--- src/rtl/rx_char_fifo_if.sv ---
// Stream bundle between the UART character recovery stage, the receive FIFO and the host reader.
// Latency: none; this file carries wires only.
// Backpressure: recovery side has no backpressure; host side uses a valid_o/ready_i handshake.
interface rx_char_fifo_if #(
  parameter int DATA_BITS = 8
);
  // Recovery-stage side: one-cycle strobes with the character
  logic [DATA_BITS-1:0] char_i;
  logic                 valid_i;
  logic                 frame_error_i;
  logic                 parity_error_i;

  // Host side: show-ahead head entry with a valid/ready handshake
  logic [DATA_BITS-1:0] data_o;
  logic                 frame_err_o;
  logic                 parity_err_o;
  logic                 valid_o;
  logic                 ready_i;

  // FIFO view
  modport slave (
    input  char_i, valid_i, frame_error_i, parity_error_i, ready_i,
    output data_o, frame_err_o, parity_err_o, valid_o
  );

  // Producer/consumer view (recovery stage plus host reader)
  modport master (
    output char_i, valid_i, frame_error_i, parity_error_i, ready_i,
    input  data_o, frame_err_o, parity_err_o, valid_o
  );
endinterface

--- src/rtl/rx_char_fifo.sv ---
// Receive character FIFO: queues recovered characters with frame/parity tags and flags overrun.
// Latency: one cycle from push to valid_o; no bypass. Head outputs are registered and show-ahead.
// Backpressure: ready_i stalls the head; a push into a full FIFO without a pop is dropped and overrun_o is set.
module rx_char_fifo #(
  parameter int DATA_BITS = 8,
  parameter int DEPTH     = 16,
  parameter int AF_LEVEL  = 12
) (
  input  logic                       clk_i,
  input  logic                       rst_ni,
  rx_char_fifo_if.slave              bus,
  output logic [$clog2(DEPTH+1)-1:0] count_o,
  output logic                       almost_full_o,
  output logic                       overrun_o,
  input  logic                       overrun_clr_i
);

  localparam int AW = $clog2(DEPTH);
  localparam int CW = $clog2(DEPTH + 1);

  // One stored slot: error tags kept alongside the character
  typedef struct packed {
    logic                 frame_err;
    logic                 parity_err;
    logic [DATA_BITS-1:0] chr;
  } entry_t;

  // Storage is deliberately not reset; occupancy is tracked by count_q
  entry_t mem [DEPTH];

  logic [AW-1:0] wr_ptr_q;
  logic [AW-1:0] rd_ptr_q;
  logic [AW-1:0] rd_ptr_nxt;
  logic [CW-1:0] count_q;
  logic [CW-1:0] count_nxt;
  entry_t        entry_in;
  entry_t        head_q;
  entry_t        head_nxt;
  logic          head_ld;
  logic          valid_q;
  logic          af_q;
  logic          ovr_q;
  logic          push;
  logic          pop;
  logic          full;
  logic          wr_en;
  logic          drop;

  // Handshake decode: any strobe from the recovery stage is a push, errored or not
  always_comb begin
    entry_in = '{frame_err: bus.frame_error_i, parity_err: bus.parity_error_i, chr: bus.char_i};
    push     = bus.valid_i | bus.frame_error_i | bus.parity_error_i;
    pop      = valid_q & bus.ready_i;
    full     = (count_q == CW'(DEPTH));
    // A pop in the same cycle frees the slot the push needs, so a full FIFO can still accept
    wr_en    = push & (~full | pop);
    drop     = push & full & ~pop;
  end

  // Next occupancy and next read pointer
  always_comb begin
    count_nxt  = count_q;
    rd_ptr_nxt = rd_ptr_q;
    if (pop) begin
      rd_ptr_nxt = rd_ptr_q + 1'b1;
    end
    unique case ({wr_en, pop})
      2'b10:   count_nxt = count_q + CW'(1);
      2'b01:   count_nxt = count_q - CW'(1);
      default: count_nxt = count_q;
    endcase
  end

  // Next head entry: the incoming character when it lands at the new head slot, else storage
  always_comb begin
    head_ld  = pop | ~valid_q;
    head_nxt = '0;
    if (count_nxt == '0) begin
      head_nxt = '0;
    end else if (wr_en && (wr_ptr_q == rd_ptr_nxt)) begin
      head_nxt = entry_in;
    end else begin
      head_nxt = mem[rd_ptr_nxt];
    end
  end

  // Storage write port
  always_ff @(posedge clk_i) begin
    if (wr_en) begin
      mem[wr_ptr_q] <= entry_in;
    end
  end

  // Pointers, occupancy, status flags and the registered head entry
  always_ff @(posedge clk_i or negedge rst_ni) begin
    if (!rst_ni) begin
      wr_ptr_q <= '0;
      rd_ptr_q <= '0;
      count_q  <= '0;
      valid_q  <= 1'b0;
      af_q     <= 1'b0;
      ovr_q    <= 1'b0;
      head_q   <= '0;
    end else begin
      if (wr_en) begin
        wr_ptr_q <= wr_ptr_q + 1'b1;
      end
      rd_ptr_q <= rd_ptr_nxt;
      count_q  <= count_nxt;
      valid_q  <= (count_nxt != '0);
      af_q     <= (count_nxt >= CW'(AF_LEVEL));
      // A drop in the same cycle as a clear must still be reported
      ovr_q    <= drop | (ovr_q & ~overrun_clr_i);
      if (head_ld) begin
        head_q <= head_nxt;
      end
    end
  end

  // Output mapping
  always_comb begin
    bus.data_o       = head_q.chr;
    bus.frame_err_o  = head_q.frame_err;
    bus.parity_err_o = head_q.parity_err;
    bus.valid_o      = valid_q;
    count_o          = count_q;
    almost_full_o    = af_q;
    overrun_o        = ovr_q;
  end

endmodule

--- src/flat_wrapper.sv ---
// flat-port wrapper written by rule: the top's interface ports become plain ports
module rx_char_fifo_flat 
#(
  parameter int DATA_BITS = 8,
  parameter int DEPTH     = 16,
  parameter int AF_LEVEL  = 12
)
  (clk_i, rst_ni, count_o, almost_full_o, overrun_o, overrun_clr_i, bus_char_i, bus_valid_i, bus_frame_error_i, bus_parity_error_i, bus_ready_i, bus_data_o, bus_frame_err_o, bus_parity_err_o, bus_valid_o);
  rx_char_fifo_if #(.DATA_BITS(DATA_BITS)) bus_i ();
  input  logic clk_i;
  input  logic rst_ni;
  output logic [$clog2(DEPTH+1)-1:0] count_o;
  output logic almost_full_o;
  output logic overrun_o;
  input  logic overrun_clr_i;
  input wire logic [$bits(bus_i.char_i)-1:0] bus_char_i;
  input wire logic [$bits(bus_i.valid_i)-1:0] bus_valid_i;
  input wire logic [$bits(bus_i.frame_error_i)-1:0] bus_frame_error_i;
  input wire logic [$bits(bus_i.parity_error_i)-1:0] bus_parity_error_i;
  input wire logic [$bits(bus_i.ready_i)-1:0] bus_ready_i;
  output wire logic [$bits(bus_i.data_o)-1:0] bus_data_o;
  output wire logic [$bits(bus_i.frame_err_o)-1:0] bus_frame_err_o;
  output wire logic [$bits(bus_i.parity_err_o)-1:0] bus_parity_err_o;
  output wire logic [$bits(bus_i.valid_o)-1:0] bus_valid_o;
  assign bus_i.char_i = bus_char_i;
  assign bus_i.valid_i = bus_valid_i;
  assign bus_i.frame_error_i = bus_frame_error_i;
  assign bus_i.parity_error_i = bus_parity_error_i;
  assign bus_i.ready_i = bus_ready_i;
  assign bus_data_o = bus_i.data_o;
  assign bus_frame_err_o = bus_i.frame_err_o;
  assign bus_parity_err_o = bus_i.parity_err_o;
  assign bus_valid_o = bus_i.valid_o;
  rx_char_fifo #(.DATA_BITS(DATA_BITS), .DEPTH(DEPTH), .AF_LEVEL(AF_LEVEL)) u_core (.clk_i(clk_i), .rst_ni(rst_ni), .bus(bus_i), .count_o(count_o), .almost_full_o(almost_full_o), .overrun_o(overrun_o), .overrun_clr_i(overrun_clr_i));
endmodule
--- config.mk ---
export PLATFORM = sky130hd
export DESIGN_NAME = rx_char_fifo_flat
export DESIGN_NICKNAME = d
export VERILOG_FILES = /design/src/rtl/rx_char_fifo_if.sv /design/src/rtl/rx_char_fifo.sv /design/src/flat_wrapper.sv
export SDC_FILE = /design/constraint.sdc
export NUM_CORES = 1
export LEC_CHECK = 0
export CORE_ASPECT_RATIO = 1.5
export CORE_UTILIZATION = 55
export CTS_CLUSTER_DIAMETER = 30
export DETAILED_ROUTE_END_ITERATION = 16
export PLACE_DENSITY_LB_ADDON = 0.3
export SLEW_MARGIN = 20
export SYNTH_ARGS = -nofsm -noshare
export SYNTH_HDL_FRONTEND = slang
export SYNTH_SLANG_ARGS = --single-unit
--- constraint.sdc ---
create_clock -name clk_i -period 2.75 [get_ports clk_i]
set_clock_uncertainty 0.15 [all_clocks]
set_input_delay 0.4125 -clock clk_i [delete_from_list [all_inputs] [get_ports clk_i]]
set_output_delay 0.4125 -clock clk_i [all_outputs]
set_load 0.02 [all_outputs]
* After elaboration in Yosys (flattened, before gate mapping)
Memory sizes are Yosys's and may differ from the RTL's. Cells that the tools add are included.
Word-level totals: register bits after elaboration 26, bits in writable memories 160, input port bits 15, output and inout port bits 18, logic and storage cells 42, memories 1
Memories:
- u_core.mem | depth 16, bits a word 10, read ports 1, clocked after Yosys merged registers in 0, wr ports 1, line rx_char_fifo.sv:29 | entry_t mem [DEPTH];
Cells by class: add/subtract/negate cells 4, order comparisons 1, equality and inequality tests 4, muxes and demuxes 6, bitwise logic cells 14, reduce and logical (&&, ||, !) cells 3
Operators by type and width (number):
- $mux 10 | 2
- $pmux 5 s2 | 1
- $add 4x1->4 const B | 2
- $add 5x1->5 const B | 1
- $and 1x1->1 | 5
- $eq 5x5->1 const B | 1
- $ge 5x4->1 const B | 1
- $logic_not 5->1 | 1
- $or 1x1->1 | 5
- $reduce_bool 5->1 | 1
- $sub 5x1->5 const B | 1
- $eq 4x4->1 | 1
- $mux 4 | 1
- $not 1->1 | 4
- $eq 2x1->1 const B | 1
- $eq 2x2->1 const B | 1
- $mux 1 | 2
- $logic_and 1x1->1 | 1

* Longest topological paths before layout
word-level depth 8, gate-level depth with buffers 13, depth with buffers taken out 11

* Worst setup path after synthesis
OpenSTA, ideal clock, no wires.
path kind in2reg, from input port bus_parity_error_i, to register u_core.head_q (netlist bit u_core.bus.data_o[3]), setup time 104 ps, data arrival time 2683 ps, data required time 2496 ps, setup slack -186 ps, stages on the path 12, buffers on the path 1, path through nor3_2 nand2_1 inv_1 ha_1 a21o_1 a21oi_1 xnor2_1 o21ai_0 and3_1 and3_1 buf_2 o41ai_2
Between the ends: word-level cells in the longest chain between the ends 6, elaborated cells between the ends (all ways) 9, those cells by class eq/ne: 2; mux: 3; bitwise: 2; reduce/logical: 2
RTL lines:
- start, declared | line flat_wrapper.sv:19 | input wire logic [$bits(bus_i.parity_error_i)-1:0] bus_parity_error_i;
- $or 1x1->1 (*) | line rx_char_fifo.sv:52 | push = bus.valid_i | bus.frame_error_i | bus.parity_error_i;
- $and 1x1->1 (*) | line rx_char_fifo.sv:56 | wr_en = push & (~full | pop);
- $eq 2x1->1 / $eq 2x2->1 (equally long branches) | line rx_char_fifo.sv:67 | unique case ({wr_en, pop})
- $pmux 5 s2 | line rx_char_fifo.sv:67
- $logic_not 5->1 | line rx_char_fifo.sv:78 | if (count_nxt == '0) begin
- $mux 10 (*) | line rx_char_fifo.sv:78
- end signal, assigned | line rx_char_fifo.sv:115 | head_q <= head_nxt;
- end, declared | line rx_char_fifo.sv:37 | entry_t head_q;
Mark *: on every way between the ends. The rest lies on a longest branch, timed or not. A chain may end at the register's enable or synchronous reset.

* Final worst setup path
from register u_core.valid_q (netlist: u_core.bus.valid_o), to register u_core.head_q (netlist bit u_core.bus.data_o[1])
Between the ends: word-level cells in the longest chain between the ends 7, elaborated cells between the ends (all ways) 15, those cells by class eq/ne: 3; mux: 4; bitwise: 5; reduce/logical: 2; memory: 1
RTL lines:
- start, declared | line rx_char_fifo.sv:40 | logic valid_q;
- start signal, assigned | line rx_char_fifo.sv:110 | valid_q <= (count_nxt != '0);
- $and 1x1->1 | line rx_char_fifo.sv:53 | pop = valid_q & bus.ready_i;
- $or 1x1->1 | line rx_char_fifo.sv:56
- $and 1x1->1 | line rx_char_fifo.sv:56
- $eq 2x1->1 / $eq 2x2->1 (equally long branches) | line rx_char_fifo.sv:67
- $pmux 5 s2 | line rx_char_fifo.sv:67
- $logic_not 5->1 | line rx_char_fifo.sv:78
- $mux 10 | line rx_char_fifo.sv:78
Parallel ways exist; a longest one is shown, timed or not.

==> results.json <==
{
  "yosysWarnings": 0,
  "antenna_found_initial": 0,
  "via_per_inst": 6.08,
  "fmax_mhz": 373,
  "drive_gt1_share_pct": 27.8,
  "die_height_um": 152,
  "std_cell_rows": 54,
  "wl_um": 19600,
  "layout.nets": 671,
  "worst_setup_hold_path_clk_slew_ns": 0.07,
  "clock-root-buffer": "clkbuf_16",
  "hpwl_um": 12600,
  "endpoint_kind": "register",
  "cp-start-kind": "register",
  "grt_max_degree": 33,
  "place_ws_ns": -0.508,
  "ioPinCount": 33,
  "ys_ff_latch": 186,
  "clock_latency_ns": 0.42,
  "synth_cell_types": 66,
  "diodes": 0,
  "synth_flop_cell": "edfxtp_1",
  "crit_fanout": 15,
  "critical_path_required_ns": 2.90,
  "syn_area_um2": 8210,
  "period_needed_ns": 2.68,
  "initial_utilization_pct": 56.2,
  "h-tree-depth": 4,
  "first_pass_iters": 5,
  "vdd_drop_max_v": 0.000547,
  "hold_path_class": "input pin to asynchronous set/reset pin",
  "drc_errors": 0,
  "synth-seq-area-share_pct": 66.5,
  "first_global_vias": 5359,
  "ctsHoldBuffers": 0,
  "power_density_nw_per_um2": 1160,
  "relSlewSlack_pct": 58.1,
  "timing.final.crit_share_pct": 97.6,
  "fill_cells": 993,
  "cts_tree": "done",
  "status": "finished, final reports clean",
  "setup_violations": 0,
  "io_buffers": 32,
  "power.total_mw": 11.6,
  "regArea_um2": 5460,
  "critical_path_class": "register to register",
  "synthTopCellsByArea": "edfxtp_1 59%, dfrtp_1 7.9%, mux4_2 5.2%",
  "numClockSinks": 186,
  "netlist_top_cells_count": "160 x edfxtp_1, 36 x and3_1, 32 x a211oi_1",
  "slew_viol_final": 0,
  "synth-async-reset-ratio_pct": 14.0,
  "finalHoldViolations": 0,
  "drt_iter0_drc": 428,
  "synth-edff-count": 160,
  "startpoint": "u_core.bus.valid_o$_DFF_PN0_",
  "postSynthCellCount": 537,
  "p_leak_nw": 3.63,
  "synth_fp_nets": 561,
  "rsz0062_at_grt": "true",
  "die_x_um": 102,
  "grt_pass1_wl_um": 30000,
  "core-area_um2": 14600,
  "yosysMostFrequentCell": "edfxtp_1",
  "overflow": 0,
  "grt_usage_pct": 27.3,
  "die_area_um2": 15400,
  "yosysTopAreaCellShare_pct": 58.5,
  "reg2reg_from": "u_core.bus.valid_o$_DFF_PN0_",
  "cts_buffer_depth": 2,
  "multiInputGateArea_um2": 2550,
  "area_growth_pct": 21.8,
  "yosysTopAreaCell": "edfxtp_1",
  "num_vias": 5200,
  "ant_nets": 0,
  "wl_per_cell_um": 22.9,
  "routabilityCongestion": 0.812,
  "numCtsBuffers": 17,
  "maxCapViolCount": 0,
  "critPathArrivalTime_ns": 2.84,
  "synth.avg_cell_area_um2": 15.3,
  "fin_ws_ns": 0.0658,
  "tightest_slew_ns": 0.626
}
[report_power, final]
group | total [mW] | internal [mW] | switching [mW]
sequential | 4.01 | 3.68 | 0.325
combinational | 5.18 | 2.40 | 2.78
clock | 2.40 | 1.29 | 1.11
total | 11.6 | 7.37 | 4.21
[worst paths after layout]
kind                                                     to  slack [ns]  cells past startpoint
setup / recovery           u_core.bus.data_o[1]$_DFFE_PN0P_        0.07                      9
hold / removal               u_core.wr_ptr_q[1]$_DFFE_PN0P_        0.23                      2
setup reg to reg           u_core.bus.data_o[1]$_DFFE_PN0P_        0.07                      9
hold reg to reg            u_core.bus.data_o[5]$_DFFE_PN0P_        0.37                      2
max in group asynchronous      u_core.bus.valid_o$_DFF_PN0_        1.90                      2
min in group clk_i         u_core.bus.data_o[5]$_DFFE_PN0P_        0.37                      2
[worst max-delay path, cell delays in order, from the launching register on]
cell and delay [ns]:
dfrtp_2 0.38, buf_6 0.16, nand4_1 0.14, or3_4 0.35, and2_4 0.21, bufinv_16 0.24, mux4_2 0.33, o22a_1 0.25
a31oi_2 0.26, o31ai_4 0.08
[layer usage]
| metal | part of all wire (%) | track usage, % | up-vias |
|---|---|---|---|
| li1 | - | - | 2344 |
| met1 | 38 | 33.1 | 2593 |
| met2 | 54 | 47.5 | 220 |
| met3 | 4.9 | 4.54 | 43 |
| met4 | 3.0 | 12.3 | 0 |
| met5 | 0 | 0 | - |
[repair_timing]
action                                  CTS  global route
pin swaps                                 2             3
endpoints found under the hold margin     0             0
endpoints found under the setup margin    8            10
resized for setup                         7            17
gates cloned                              1             0
setup buffers                             0             0
[metrics by stage]
| step | instance area, um2 | setup TNS [ns] | std cells | utilization, % | hold slack [ns] |
|---|---|---|---|---|---|
| floorplan | 8230 | 0 | 537 | - | -0.0331 |
| global placement | 9310 | -5.07 | 823 | 63.8 | 0.355 |
| detailed placement | 9310 | -5.88 | 823 | 63.8 | 0.339 |
| CTS | 9920 | 0 | 855 | 68.0 | 0.226 |
| global route | 10000 | -0.0949 | 855 | 68.5 | 0.261 |
| finish | 10000 | 0 | 855 | 68.5 | 0.227 |
[flip-flops by register name (all words and copies together) (netlist names), 4 cells and up]
register	count
u_core.count_o	5
u_core.rd_ptr_q	4
u_core.mem	160
u_core.wr_ptr_q	4
u_core.bus.data_o	8
[logic make-up after synthesis]
logic type | count (synthesis) | share of synthesized area (%)
compound gates | 113 | 10.3
xor+xnor | 14 | 1.72
fa+ha+maj | 9 | 1.46
buf+inv | 48 | 3.64
flops | 186 | 66.5
mux | 26 | 6.31
simple gates | 141 | 10.1
[cell usage in the layout (no fill, tap or decap), types with 3 or more instances in the layout]
| cell | count |
|---|---|
| nor3_1 | 9 |
| a21o_1 | 3 |
| and3_1 | 35 |
| mux4_2 | 19 |
| nor4_2 | 8 |
| dfrtp_1 | 25 |
| nor2b_1 | 5 |
| o22ai_1 | 3 |
| nor3b_1 | 9 |
| o31ai_2 | 3 |
| buf_4 | 80 |
| a21oi_1 | 3 |
| edfxtp_1 | 160 |
| inv_6 | 5 |
| o21ai_0 | 13 |
| nand3b_1 | 3 |
| o31ai_1 | 8 |
| inv_8 | 4 |
| a211oi_1 | 28 |
| nand3_1 | 5 |
| a211oi_2 | 4 |
| o21ai_1 | 4 |
| nand2b_1 | 4 |
| a21boi_0 | 3 |
| clkbuf_16 | 17 |
| nand2_1 | 26 |
| mux2i_1 | 3 |
| xor2_1 | 4 |
| buf_12 | 6 |
| o211ai_1 | 4 |
| nor2_1 | 20 |
| clkdlybuf4s50_1 | 29 |
| mux2_2 | 3 |
| ha_1 | 8 |
| xnor2_1 | 8 |
| o22a_1 | 8 |
| inv_1 | 15 |
| a31oi_1 | 10 |
[cell type report]
| cell class | instances | share of cell area [%] |
|---|---|---|
| sequential | 186 | 54.6 |
| multi-input combinational | 303 | 25.5 |
| timing repair buffer | 120 | 10.6 |
| clock buffer | 17 | 4.25 |
| tap | 196 | 2.45 |
| clock inverter | 14 | 1.56 |
| inverter | 18 | 0.964 |
| timing repair inverter | 1 | 0.0876 |
(Power assumes the default switching activity.)
